$ cat src/rtl/detect_scheduler_if.sv
// Requester-facing bus of the shared pattern-detection scheduler.
interface detect_scheduler_if #(
    parameter int unsigned WIDTH = 8
);
    logic [1:0]       req;
    logic [WIDTH-1:0] data0;
    logic [WIDTH-1:0] data1;
    logic [2:0]       cfg_pattern;
    logic [1:0]       gnt;
    logic             busy;
    logic             done;
    logic             done_id;
    logic [3:0]       match_cnt;
    logic [WIDTH-1:0] match_map;

    modport master (
        output req, data0, data1, cfg_pattern,
        input  gnt, busy, done, done_id, match_cnt, match_map
    );

    modport slave (
        input  req, data0, data1, cfg_pattern,
        output gnt, busy, done, done_id, match_cnt, match_map
    );
endinterface

$ cat src/rtl/detect_scheduler.sv
// Round-robin arbiter feeding one bit-serial overlapping 3-bit pattern matcher;
// the granted word is streamed MSB-first and results return to its requester.
module detect_scheduler #(
    parameter int unsigned WIDTH = 8
) (
    input logic              clk,
    input logic              reset,
    detect_scheduler_if.slave bus
);
    localparam int unsigned       IDX_W         = $clog2(WIDTH);
    localparam logic [IDX_W-1:0]  IDX_TOP       = IDX_W'(WIDTH - 1);
    localparam logic [IDX_W-1:0]  IDX_FIRST_HIT = IDX_W'(WIDTH - 3);

    typedef enum logic [1:0] {
        IDLE,
        SHIFT,
        REPORT
    } state_t;

    state_t           state_q;
    logic [WIDTH-1:0] word_q;
    logic [2:0]       pat_q;
    logic             id_q;
    logic             last_id_q;
    logic [1:0]       hist_q;
    logic [IDX_W-1:0] idx_q;
    logic [3:0]       acc_cnt_q;
    logic [WIDTH-1:0] acc_map_q;
    logic             done_id_q;
    logic [3:0]       cnt_q;
    logic [WIDTH-1:0] map_q;

    logic       win_d;
    logic [1:0] gnt_d;
    logic       bit_d;
    logic       hit_d;
    logic [1:0] hist_d;

    always_comb begin
        win_d = 1'b0;
        if (bus.req == 2'b01)      win_d = 1'b0;
        else if (bus.req == 2'b10) win_d = 1'b1;
        else                       win_d = ~last_id_q;

        // Grant is suppressed while reset is held, since the edge will not honour it.
        gnt_d = 2'b00;
        if (!reset && state_q == IDLE && bus.req != 2'b00)
            gnt_d = win_d ? 2'b10 : 2'b01;

        // A window is complete only once two earlier bits of this word are in history.
        bit_d  = word_q[idx_q];
        hit_d  = (idx_q <= IDX_FIRST_HIT) && ({hist_q, bit_d} == pat_q);
        hist_d = {hist_q[0], bit_d};
    end

    always_ff @(posedge clk) begin
        if (reset) begin
            state_q   <= IDLE;
            word_q    <= '0;
            pat_q     <= '0;
            id_q      <= 1'b0;
            last_id_q <= 1'b1;
            hist_q    <= '0;
            idx_q     <= '0;
            acc_cnt_q <= '0;
            acc_map_q <= '0;
            done_id_q <= 1'b0;
            cnt_q     <= '0;
            map_q     <= '0;
        end else begin
            case (state_q)
                IDLE: begin
                    if (bus.req != 2'b00) begin
                        word_q    <= win_d ? bus.data1 : bus.data0;
                        pat_q     <= bus.cfg_pattern;
                        id_q      <= win_d;
                        hist_q    <= '0;
                        acc_cnt_q <= '0;
                        acc_map_q <= '0;
                        idx_q     <= IDX_TOP;
                        state_q   <= SHIFT;
                    end
                end
                SHIFT: begin
                    if (hit_d) begin
                        acc_cnt_q        <= acc_cnt_q + 4'd1;
                        acc_map_q[idx_q] <= 1'b1;
                    end
                    hist_q <= hist_d;
                    if (idx_q == '0) state_q <= REPORT;
                    else             idx_q   <= idx_q - 1'b1;
                end
                REPORT: begin
                    cnt_q     <= acc_cnt_q;
                    map_q     <= acc_map_q;
                    done_id_q <= id_q;
                    last_id_q <= id_q;
                    state_q   <= IDLE;
                end
                default: state_q <= IDLE;
            endcase
        end
    end

    assign bus.gnt       = gnt_d;
    assign bus.busy      = (state_q != IDLE);
    assign bus.done      = (state_q == REPORT);
    assign bus.done_id   = done_id_q;
    assign bus.match_cnt = cnt_q;
    assign bus.match_map = map_q;
endmodule
$ cat src/flat_wrapper.sv
// flat-port wrapper written by rule: the top's interface ports become plain ports
module detect_scheduler_flat 
#(
    parameter int unsigned WIDTH = 8
)
  (clk, reset, bus_req, bus_data0, bus_data1, bus_cfg_pattern, bus_gnt, bus_busy, bus_done, bus_done_id, bus_match_cnt, bus_match_map);
  detect_scheduler_if #(.WIDTH(WIDTH)) bus_i ();
  input logic clk;
  input logic reset;
  input wire logic [$bits(bus_i.req)-1:0] bus_req;
  input wire logic [$bits(bus_i.data0)-1:0] bus_data0;
  input wire logic [$bits(bus_i.data1)-1:0] bus_data1;
  input wire logic [$bits(bus_i.cfg_pattern)-1:0] bus_cfg_pattern;
  output wire logic [$bits(bus_i.gnt)-1:0] bus_gnt;
  output wire logic [$bits(bus_i.busy)-1:0] bus_busy;
  output wire logic [$bits(bus_i.done)-1:0] bus_done;
  output wire logic [$bits(bus_i.done_id)-1:0] bus_done_id;
  output wire logic [$bits(bus_i.match_cnt)-1:0] bus_match_cnt;
  output wire logic [$bits(bus_i.match_map)-1:0] bus_match_map;
  assign bus_i.req = bus_req;
  assign bus_i.data0 = bus_data0;
  assign bus_i.data1 = bus_data1;
  assign bus_i.cfg_pattern = bus_cfg_pattern;
  assign bus_gnt = bus_i.gnt;
  assign bus_busy = bus_i.busy;
  assign bus_done = bus_i.done;
  assign bus_done_id = bus_i.done_id;
  assign bus_match_cnt = bus_i.match_cnt;
  assign bus_match_map = bus_i.match_map;
  detect_scheduler #(.WIDTH(WIDTH)) u_core (.clk(clk), .reset(reset), .bus(bus_i));
endmodule
$ cat config.mk
export PLATFORM = sky130hd
export DESIGN_NAME = detect_scheduler_flat
export DESIGN_NICKNAME = d
export VERILOG_FILES = /design/src/rtl/detect_scheduler_if.sv /design/src/rtl/detect_scheduler.sv /design/src/flat_wrapper.sv
export SDC_FILE = /design/constraint.sdc
export NUM_CORES = 1
export LEC_CHECK = 0
export CAP_MARGIN = 20
export CORE_MARGIN = 2
export CORE_UTILIZATION = 54
export DETAILED_ROUTE_END_ITERATION = 8
export PLACE_DENSITY = 0.83
export REMOVE_ABC_BUFFERS = 1
export SLEW_MARGIN = 20
export SYNTH_ARGS = -nofsm -noshare
export SYNTH_HDL_FRONTEND = slang
export SYNTH_SLANG_ARGS = --single-unit
$ cat constraint.sdc
create_clock -name clk -period 4.6 [get_ports clk]
set_input_delay 0.92 -clock clk [delete_from_list [all_inputs] [get_ports clk]]
set_output_delay 0.92 -clock clk [all_outputs]
set_load 0.02 [all_outputs]
=== Word level (Yosys, flattened, before mapping) ===
Cells that the tools add are included.

* Register bits after elaboration: 45
* Logic and storage cells: 66
* Output and inout bits: 17
* Bits of input ports: 23

* Add/sub/neg operators: 2
* Reduce and logical (&&, ||, !) cells: 15
* $lt $le $gt $ge: 3
* Multiplexer cells: 23
* Bitwise operators: 2
* Equal/unequal tests: 9

{| class="wikitable"
|+ Operator list
! cell !! count
|-
| $mux W8 || 3
|-
| $pmux W8 S2 || 1
|-
| $mux W2 || 5
|-
| $mux W4 || 2
|-
| $or A8 B8 Y8 || 1
|-
| $pmux W2 S2 || 2
|-
| $pmux W4 S2 || 1
|-
| $mux W3 || 2
|-
| $pmux W3 S2 || 1
|-
| $reduce_and A2 Y1 || 3
|-
| $reduce_and A3 Y1 || 2
|-
| $reduce_bool A2 Y1 || 3
|-
| $add A4 B1 Y4 const B || 1
|-
| $eq A2 B1 Y1 const B || 2
|-
| $eq A2 B2 Y1 const B || 2
|-
| $logic_and A1 B1 Y1 || 4
|-
| $lt A3 B4 Y1 const B || 1
|-
| $mux W1 || 4
|-
| $ne A2 B1 Y1 const B || 2
|-
| $ne A2 B2 Y1 const B || 2
|-
| $bmux W1 S3 || 1
|-
| $demux W1 S3 || 1
|-
| $eq A3 B3 Y1 || 1
|-
| $ge A3 B1 Y1 const B || 1
|-
| other kinds (6) || 6
|}

=== Depth between registers and ports, before layout ===
* Depth in word-level cells: 7
* Depth in mapped cells: 8
* Mapped depth without buffers: 7

=== Worst setup path before layout ===
Ideal clock, no wire load.

* Path kind: input to output
* From: input port bus_req[0]
* To: output port bus_gnt[1]
* Path buffers: 1
* Setup slack: 1,557 ps
* Cell stages on the path: 3
* Data required time: 3,680 ps
* Arrival time: 2,123 ps
* Cells stage by stage: maj3_1 > clkbuf_1 > nor3_1

* Longest elaborated chain between the ends: 5
* Elaborated cells between the ends (all ways): 8
* Those cells by class: 2 x eq/ne; 4 x mux; 2 x reduce/logical

{| class="wikitable"
|+ Ends and longest elaborated chain
! item !! line !! RTL
|-
| start: declaration || flat_wrapper.sv:10 || <nowiki>input wire logic [$bits(bus_i.req)-1:0] bus_req;</nowiki>
|-
| $eq A2 B2 Y1 || detect_scheduler.sv:42 || <nowiki>else if (bus.req == 2'b10) win_d = 1'b1;</nowiki>
|-
| $mux W1 || detect_scheduler.sv:42 ||
|-
| $mux W1 || detect_scheduler.sv:41 || <nowiki>if (bus.req == 2'b01) win_d = 1'b0;</nowiki>
|-
| $mux W2 || detect_scheduler.sv:48 || <nowiki>gnt_d = win_d ? 2'b10 : 2'b01;</nowiki>
|-
| $mux W2 * || detect_scheduler.sv:47 || <nowiki>if (!reset && state_q == IDLE && bus.req != 2'b00)</nowiki>
|-
| end: declaration || flat_wrapper.sv:14 || <nowiki>output wire logic [$bits(bus_i.gnt)-1:0] bus_gnt;</nowiki>
|}

Mark *: on every way between the ends. The rest lies on a longest branch, timed or not.

=== Worst setup path after layout ===
* From: input port bus_req[1]
* To: output port bus_gnt[1]

Same word-level chain as after synthesis.

==> Flow_metrics.wiki <==
{| class="wikitable"
! Metric !! Value
|-
| Largest net degree at the start of global routing || 32
|-
| Worst-case clock buffer depth || 2
|-
| Placer congestion estimate || slightly above 0.8
|-
| Most used cells in the layout excluding fill and tap cells || sky130_fd_sc_hd__nand2_1 (46), sky130_fd_sc_hd__dfxtp_1 (45), sky130_fd_sc_hd__clkdlybuf4s50_1 (39), sky130_fd_sc_hd__a21oi_1 (23), sky130_fd_sc_hd__nor2_1 (15)
|-
| CTS tree || done
|-
| Antenna diodes || 0
|-
| Total overflow reported by the global router || 0
|-
| Ys Warns || 0
|-
| Startpoint types || input port
|-
| Worst EP arrival || about 3.0 ns
|-
| Kind of cell with the highest combined delay on the critical path || buffers and inverters
|-
| Tightest slew margin relative to the limit || ~66%
|-
| Worst hold margin || between 0.4 and 0.5 ns
|-
| Total leakage power || between 0.9 and 1 nW
|-
| Flops & latches, synth || 45
|-
| Number of cells upsized or downsized after cts || 0
|-
| Power Dens Cells || ~330 nW/um^2
|-
| Detailed router's first-iteration violation count || 74
|-
| Area share of the largest cell type after synthesis || between 40% and 50%
|-
| Slowest CP cell || sky130_fd_sc_hd__clkdlybuf4s50_1
|-
| Run status || finished, final reports clean
|-
| Type of the setup path with the least slack || in -> out
|-
| Worst-margin pin slew || ~0.51 ns
|-
| Final antenna-violating net count || 0
|-
| Average size of a mapped cell || 8.96 um^2
|-
| Asr flop ratio synth || 0%
|-
| H-tree Lvls || 2
|-
| Post-CTS Setup Repair Bufs || 0
|-
| Detailed placement HPWL || 2750 um
|-
| Clock Pin Slew Worst Setup and Hold Paths || ~0.11 ns
|-
| Wire length of the first global-routing pass || approximately 6500 um
|-
| Number of buffers inserted by hold repair at cts || 0
|-
| Worst endpoint required time || about 3.7 ns
|-
| Post-route fraction of the period consumed by the critical path || between 80% and 90%
|-
| Setup repair after global routing missed its margin || false
|-
| Total via count in the routed design || ~1600
|-
| Clock skew after layout || 0.0101 ns
|-
| Final slew viol count || 0
|-
| Netlist cell types || 42
|-
| Max Fclk || between 0.2 and 0.3 GHz
|-
| P&R area growth vs syn || 23.3%
|-
| Aggregate negative setup slack || 0 ns
|-
| Number of antenna violations at the first check in global routing || 0
|-
| Fraction of final layout cells with drive strength greater than 1 || 9.45%
|-
| Number of global-route vias before repair || 1491
|-
| DRC violation count after routing || 0
|-
| Total number of clock tree sinks || between 40 and 50
|-
| Synthesized instance count || around 220
|-
| Final Critical Period || approximately 3.9 ns
|-
| Vertical die dimension || roughly 64 um
|-
| Global-route total usage across every layer || approximately a fifth
|-
| Worst-case vdd ir drop || ~0.00018 V
|-
| Source-to-sink clock delay at the later pin of the worst-skew pair || between 0.3 and 0.4 ns
|-
| Total detailed-routing wirelength || ~3800 um
|-
| Core region area || about 3400 um^2
|-
| Mapped cell area || between 1500 and 2000 um^2
|-
| Routed wire per std cell || 12.5 um
|-
| Clock buffer count from CTS || 5
|-
| Clk root buf || sky130_fd_sc_hd__clkbuf_4
|-
| Library cell with the largest summed area after synthesis || sky130_fd_sc_hd__dfxtp_1
|-
| Post-synth EDFFs || 0
|-
| Hold Vio Cnt, Final || 0
|-
| Post-synth top flop || sky130_fd_sc_hd__dfxtp_1
|-
| Port-buffer cells || 39
|-
| Type of the most critical hold path || reg -> reg
|-
| Top cells by area, synth || sky130_fd_sc_hd__dfxtp_1 (46%), sky130_fd_sc_hd__nand2_1 (8.8%), sky130_fd_sc_hd__a21oi_1 (5.9%)
|-
| Ordered list of cells on the worst path || clkdlybuf4s50_1, inv_1, maj3_1, nor3_1, clkdlybuf4s50_1
|-
| Top fanout value on the critical path || 10
|-
| Buffering stage count on the worst path with inverters included || 3
|-
| Row count || 21
|-
| Die Outline Area || about 4100 um^2
|-
| Commonest non-fill, non-tap cell in the layout || sky130_fd_sc_hd__nand2_1
|-
| Initial cell density of the core || 57.4%
|-
| Die W || about 64 um
|-
| Pre-Repair DR Iteration Count || 4
|-
| Post-DR vias/cell || between 5 and 6
|-
| Max-cap check violation count || 0
|-
| I/O pin count || 40
|-
| Largest stage delay, worst path || 0.65 ns
|-
| Most frequent cell on the critical path || sky130_fd_sc_hd__clkdlybuf4s50_1
|-
| # setup viols final || 0
|-
| CP endpoint kind || primary output
|-
| Net count reported at finish || between 200 and 300
|-
| Portion of the post-synthesis area used by sequential elements || 45.9%
|}
state kept, by name (all words and copies together), names as in the netlist:
name and flops:
u_core.word_q 8, u_core.bus.match_cnt 4, u_core.last_id_q 1, u_core.state_q 2
u_core.acc_map_q 8, u_core.pat_q 3, u_core.hist_q 2, u_core.id_q 1
u_core.acc_cnt_q 4, u_core.idx_q 3, u_core.bus.match_map 8, u_core.bus.done_id 1
worst paths after layout:
kind / startpoint / endpoint / slack (ns) / cells past startpoint
setup reg to reg: u_core.idx_q[0]$_SDFFE_PP0P_ / u_core.acc_cnt_q[3]$_SDFFE_PP0P_ / 2.44 / 5
hold reg to reg: u_core.acc_map_q[6]$_SDFFE_PP0P_ / u_core.acc_map_q[6]$_SDFFE_PP0P_ / 0.45 / 2
hold / removal: u_core.acc_map_q[6]$_SDFFE_PP0P_ / u_core.acc_map_q[6]$_SDFFE_PP0P_ / 0.45 / 2
setup / recovery: bus_req[1] / bus_gnt[1] / 0.73 / 5
worst min-delay path, stage by stage (launching register included):
cell and delay, ns:
sky130_fd_sc_hd__dfxtp_1 0.33, sky130_fd_sc_hd__nand2_1 0.05, sky130_fd_sc_hd__o21ai_1 0.05
layout make-up:
type                       instances  area, um^2
fill                             282         997
tap                               46        57.6
clock inverter                     1        5.00
clock buffer                       5        37.5
timing repair buffer              42         413
inverter                           5        18.8
sequential                        45         901
multi-input combinational        156         986
synth_stat cells, types with 3 or more instances:
| library cell | instances |
|---|---|
| sky130_fd_sc_hd__or2_2 | 3 |
| sky130_fd_sc_hd__mux2i_1 | 10 |
| sky130_fd_sc_hd__dfxtp_1 | 45 |
| sky130_fd_sc_hd__o21ai_1 | 3 |
| sky130_fd_sc_hd__ha_1 | 4 |
| sky130_fd_sc_hd__buf_1 | 3 |
| sky130_fd_sc_hd__nor2_1 | 15 |
| sky130_fd_sc_hd__nand2_1 | 46 |
| sky130_fd_sc_hd__inv_1 | 4 |
| sky130_fd_sc_hd__a211oi_1 | 8 |
| sky130_fd_sc_hd__nand2b_1 | 6 |
| sky130_fd_sc_hd__a21oi_1 | 23 |
| sky130_fd_sc_hd__xnor2_1 | 3 |
| sky130_fd_sc_hd__clkbuf_1 | 9 |
| sky130_fd_sc_hd__nor3_1 | 3 |
stage by stage:
step                      total power [mW]  setup WS (ns)  cells  util [%]  cell area, um^2
final                                0.791          0.728    300      70.8             2420
after global routing                 0.838          0.602    300      70.8             2420
after CTS                            0.794          0.716    300      70.8             2420
after detailed placement             0.630          0.722    294      69.6             2380
after global placement               0.625          0.726    294      69.6             2380
after floorplan                      0.566           1.61    206         -             1910
layer usage:
metal	track usage (%)	vias up	share of wire (%)
met5	0	-	0
li1	-	825	-
met3	5.99	9	4.3
met4	10.1	0	2.6
met1	23.5	688	42
met2	35.3	36	51
cells by family (layout without fill, tap and decap cells):
group	count (synthesis)	after routing	synth area share, %
DFF	45	45	45.9
and+or+nand+nor	86	86	20.3
muxes	13	13	8.55
adders and majority gates	5	5	3.06
buffers and inverters	18	53	3.83
xor gates and xnor gates	4	4	2.17
AOI/OAI and AO/OA	48	48	16.1
where the power goes:
| group | internal, mW | switching (mW) | leakage, nW |
|---|---|---|---|
| sequential | 0.413 | 0.0265 | 0.367 |
| clock | 0.0532 | 0.117 | 0.0269 |
| combinational | 0.0825 | 0.0983 | 0.522 |
| total | 0.549 | 0.242 | 0.916 |
No activity file was read; power rests on OpenSTA's default activity.
